**src/rtl/shift_add_mult.sv**
```systemverilog
// shift_add_mult: sequential unsigned NxN shift-and-add multiplier built on select_add_n.
// Define SHIFT_ADD_MULT_ZERO_SKIP_EN to finish zero-operand requests in one cycle.
module select_add_n #(
    parameter int N = 32
) (
    input  logic [N-1:0] a,
    input  logic [N-1:0] b,
    input  logic         cin,
    output logic [N-1:0] sum,
    output logic         cout
);
    localparam int B = N / 4;
    logic [B:0] c;
    assign c[0] = cin;
    for (genvar i = 0; i < B; i++) begin : g
        logic [4:0] s0, s1;
        assign s0 = {1'b0, a[4*i+:4]} + {1'b0, b[4*i+:4]};
        assign s1 = {1'b0, a[4*i+:4]} + {1'b0, b[4*i+:4]} + 5'd1;
        assign sum[4*i+:4] = c[i] ? s1[3:0] : s0[3:0];
        assign c[i+1] = c[i] ? s1[4] : s0[4];
    end
    assign cout = c[B];
endmodule

module shift_add_mult #(
    parameter int N = 32,
    localparam int CW = $clog2(N + 1)
) (
    input  logic           clk,
    input  logic           rst_n,
    input  logic           start,
    input  logic [N-1:0]   a,
    input  logic [N-1:0]   b,
    output logic           busy,
    output logic           done,
    output logic [2*N-1:0] product
);
    typedef enum logic [1:0] {IDLE, CALC, DONE} state_t;
    state_t state, state_n;
    logic [N-1:0] acc, acc_n, mq, mq_n, mcand, mcand_n, s;
    logic c;
    logic [CW-1:0] count, count_n;
    logic [2*N-1:0] product_n;
    select_add_n #(.N(N)) u_add (.a(acc), .b(mcand), .cin(1'b0), .sum(s), .cout(c));
`ifdef SHIFT_ADD_MULT_ZERO_SKIP_EN
    logic zero;
    assign zero = (a == '0) || (b == '0);
`else
    localparam logic zero = 1'b0;
`endif
    assign busy = state == CALC;
    assign done = state == DONE;
    always_comb begin
        state_n   = state;
        acc_n     = acc;
        mq_n      = mq;
        mcand_n   = mcand;
        count_n   = count;
        product_n = product;
        if (state == CALC) begin
            // adder carry-out becomes the new accumulator MSB
            {acc_n, mq_n} = mq[0] ? {c, s, mq[N-1:1]} : {1'b0, acc, mq[N-1:1]};
            count_n = count - CW'(1);
            if (count == CW'(1)) begin
                product_n = {acc_n, mq_n};
                state_n   = DONE;
            end
        end else if (start) begin
            mcand_n = a;
            mq_n    = b;
            acc_n   = '0;
            count_n = CW'(N);
            state_n = zero ? DONE : CALC;
            if (zero) product_n = '0;
        end else begin
            state_n = IDLE;
        end
    end
    always_ff @(posedge clk or negedge rst_n) begin
        if (!rst_n) begin
            state   <= IDLE;
            acc     <= '0;
            mq      <= '0;
            mcand   <= '0;
            count   <= '0;
            product <= '0;
        end else begin
            state   <= state_n;
            acc     <= acc_n;
            mq      <= mq_n;
            mcand   <= mcand_n;
            count   <= count_n;
            product <= product_n;
        end
    end
endmodule

```
**config.mk**
```make
export PLATFORM = sky130hd
export DESIGN_NAME = shift_add_mult
export DESIGN_NICKNAME = d
export VERILOG_FILES = /design/src/rtl/shift_add_mult.sv
export SDC_FILE = /design/constraint.sdc
export NUM_CORES = 1
export LEC_CHECK = 0
export ABC_AREA = 1
export CAP_MARGIN = 20
export CORE_UTILIZATION = 50
export DETAILED_ROUTE_END_ITERATION = 10
export PLACE_DENSITY_LB_ADDON = 0.08
export SETUP_SLACK_MARGIN = 0.3
export SYNTH_ARGS = -nofsm -noshare
export SYNTH_HDL_FRONTEND = slang
export SYNTH_SLANG_ARGS = --single-unit
```
**constraint.sdc**
```tcl
create_clock -name clk -period 3.9 [get_ports clk]
set_input_delay 0.78 -clock clk [delete_from_list [all_inputs] [get_ports clk]]
set_output_delay 0.78 -clock clk [all_outputs]
set_load 0.01 [all_outputs]
```
==> reports/qor.csv <==
metric,value,unit
largest net degree at the start of global routing,100,
sequential share of power,28.1,%
Final min period,3170,ps
f_max,315,MHz
initial core utilization,51.6,%
die span in y,133,um
YS warnings,0,
Clock Sinks,168,
RSZ-0062 raised after global routing,false,
status,completed,
Comb power frac,56.0,%
Area contributors post-synth,"dfrtp_1, nand2_1, ha_1",
period utilization,81.4,%
Synth Flop Type,dfrtp_1,
synthesized area per cell,8.48,um2
Yosys top cell area share,48.6,%
"Clk pin slew, worst setup/hold paths",80,ps
CTS root buf,clkbuf_16,
Post-synth EDFFs,0,
CTS Buf Count,17,
Worst Setup SP,acc[4],
detailed-route wire length per cell,15.4,um
Setup Skew,15.0,ps
num ports,133,
Total Routing Usage GR,25.6,%
"Async S/R FF share, synth",100,%
"Data required, critical path",4210,ps
Setup-failing EPs final,0,
first-pass GRT wire length,35700,um
CP Capture Type,flop,
maximum capacitance violations,0,
Cell variety after synth,38,
remaining antenna violation count after routing,0,
fin nets,1257,
"commonest cells after routing, fill and taps aside","nand2_1, dfrtp_1, clkdlybuf4s50_1, o21ai_0, inv_1",
H-tree depth,4,
Pleak,5.29,nW
Setup TNS,0,ps
vias in the first global route,7020,
I/O Buffers,132,
fillers,1434,
Placed Cells incl. Taps,1342,
CTS tree,built,
GR Overflow Total,0,
num rows,47,
"Cell Count, Final, Fillers Out",1374,
Area Overhead vs Synth,25.3,%
Clock Power Share,15.9,%
antenna cell count,0,
HP Class,in -> async,
final core utilization,64.6,%
Sw Ratio,44.7,%
via count,7029,
Yosys top cell by area,dfrtp_1,
post_cts resized,0,
"most common cell after layout, fill and taps aside",nand2_1,
# Post-CTS Setup Buffers,0,
initial antenna violation count,1,
Longest Clk Path Bufs,2,
Critical Path AT,3490,ps
Worst-Skew Late Latency,430,ps
synthesized area,8640,um2
dpl hpwl,14000,um
Synth Instances,1019,
ratio of cells with drive above 1 in the final layout,7.02,%
hold violation count in the final report,0,
DR vias/cell,5.12,
drt drc,0,
Reg-to-Reg Start,acc[4],
Die ar.,17800,um2
drt pass-1 iters,5,
initial drt markers,417,
register area share after synthesis,48.6,%
worst setup path category,reg -> reg,
Synthesized Nets,1135,
GP Congestion,0.863,
die width,133,um
internal power,0.00606,W
pwr dens,1010,nW/um2
hold buffers post-CTS,0,
CP Launch Type,flop,
Slew Limit Fails,0,
worst-path fanout max,7,
actual slew at the worst max-slew pin,1010,ps
total routed wirelength,21100,um
peak supply drop,455,uV
Core ar.,16800,um2
Slew HR,32.9,%
#FFs+latches synth,168,
switching pwr,0.00489,W
sequential cells by signal, summed over array words and instances (netlist names):
register	cells
acc	32
count	6
mcand	32
mq	32
product	64
state	2
cells by family (layout without fill, tap and decap cells):
group	Yosys count	count (layout)	synth area share (%)
simple gates	505	505	25.6
flops	168	168	48.6
compound gates	146	146	9.71
buf+inv	122	257	5.33
fa+ha+maj	49	49	7.79
xor+xnor	29	29	2.94
per-stage QoR:
stage          power (W)  hold WS [ps]  setup WS [ps]  area (um2)
6_report          0.0110           319            726       10800
5_1_grt           0.0120           363            466       10800
4_1_cts           0.0110           345            748       10800
3_5_place_dp     0.00920           464            789       10200
3_3_place_gp     0.00907           461            875       10200
2_1_floorplan    0.00744           446           1040        8640
worst max-delay path: stages (launching register included):
cell and delay (ps):
dfrtp_1 380, ha_1 230, fa_1 530, ha_1 190, nand3_2 100, nor2_4 150, nand3_2 90, nand2_4 90
nand3_2 120, nand2_4 130, nand2_4 90, nand2_8 90, nand2_8 70, nand2_8 110, nand2_1 70, nand3_1 190
nand3_1 110, nand3_1 100, nand2_1 70, nand2_1 70, nand2_1 50
worst paths after layout:
kind	end	slack [ps]	cells after the start
worst max-delay path	product[61]	730	20
worst min-delay path	mcand[10]	320	1
worst max register to register	product[61]	730	20
worst min register to register	mcand[14]	480	2
max in group asynchronous	product[47]	2650	2
min in group clk	mcand[14]	480	2
synthesized netlist by cell type, types with 7 or more instances:
cell type	count
nor2_1	24
nand2_1	376
a22oi_1	11
o22ai_1	11
nand3_1	63
xnor2_1	13
inv_1	77
ha_1	41
nand3_2	7
o211ai_1	15
dfrtp_1	168
a21oi_1	13
fa_1	8
nand2_4	7
xor2_1	16
or2_2	8
o21ai_0	79
clkbuf_1	38
layout make-up:
cell class | count | area (um2) | share of cell area (%)
Multi-Input combinational cell | 729 | 4000 | 36.9
Timing Repair Buffer | 145 | 1450 | 13.3
Clock inverter | 13 | 160 | 1.48
Clock buffer | 19 | 443 | 4.09
Sequential cell | 168 | 4200 | 38.8
Inverter | 80 | 300 | 2.77
Tap cell | 220 | 275 | 2.54
power by group through the flow:
stage / Sequential [W] / Clock (W) / Combinational (W)
after floorplan: 0.00310 / 0 / 0.00434
after global placement: 0.00310 / 0 / 0.00597
after detailed placement: 0.00309 / 0 / 0.00610
after CTS: 0.00309 / 0.00177 / 0.00614
after global routing: 0.00320 / 0.00184 / 0.00693
final: 0.00308 / 0.00174 / 0.00614
per-layer routing:
metal / vias to the layer above / GRT usage (%) / routed length [um]
li1: 3542 / - / -
met1: 3299 / 35.7 / 10000
met2: 160 / 39.6 / 9500
met3: 26 / 6.77 / 1250
met4: 2 / 7.32 / 316
met5: - / 0 / 13
(Power assumes the default switching activity.)
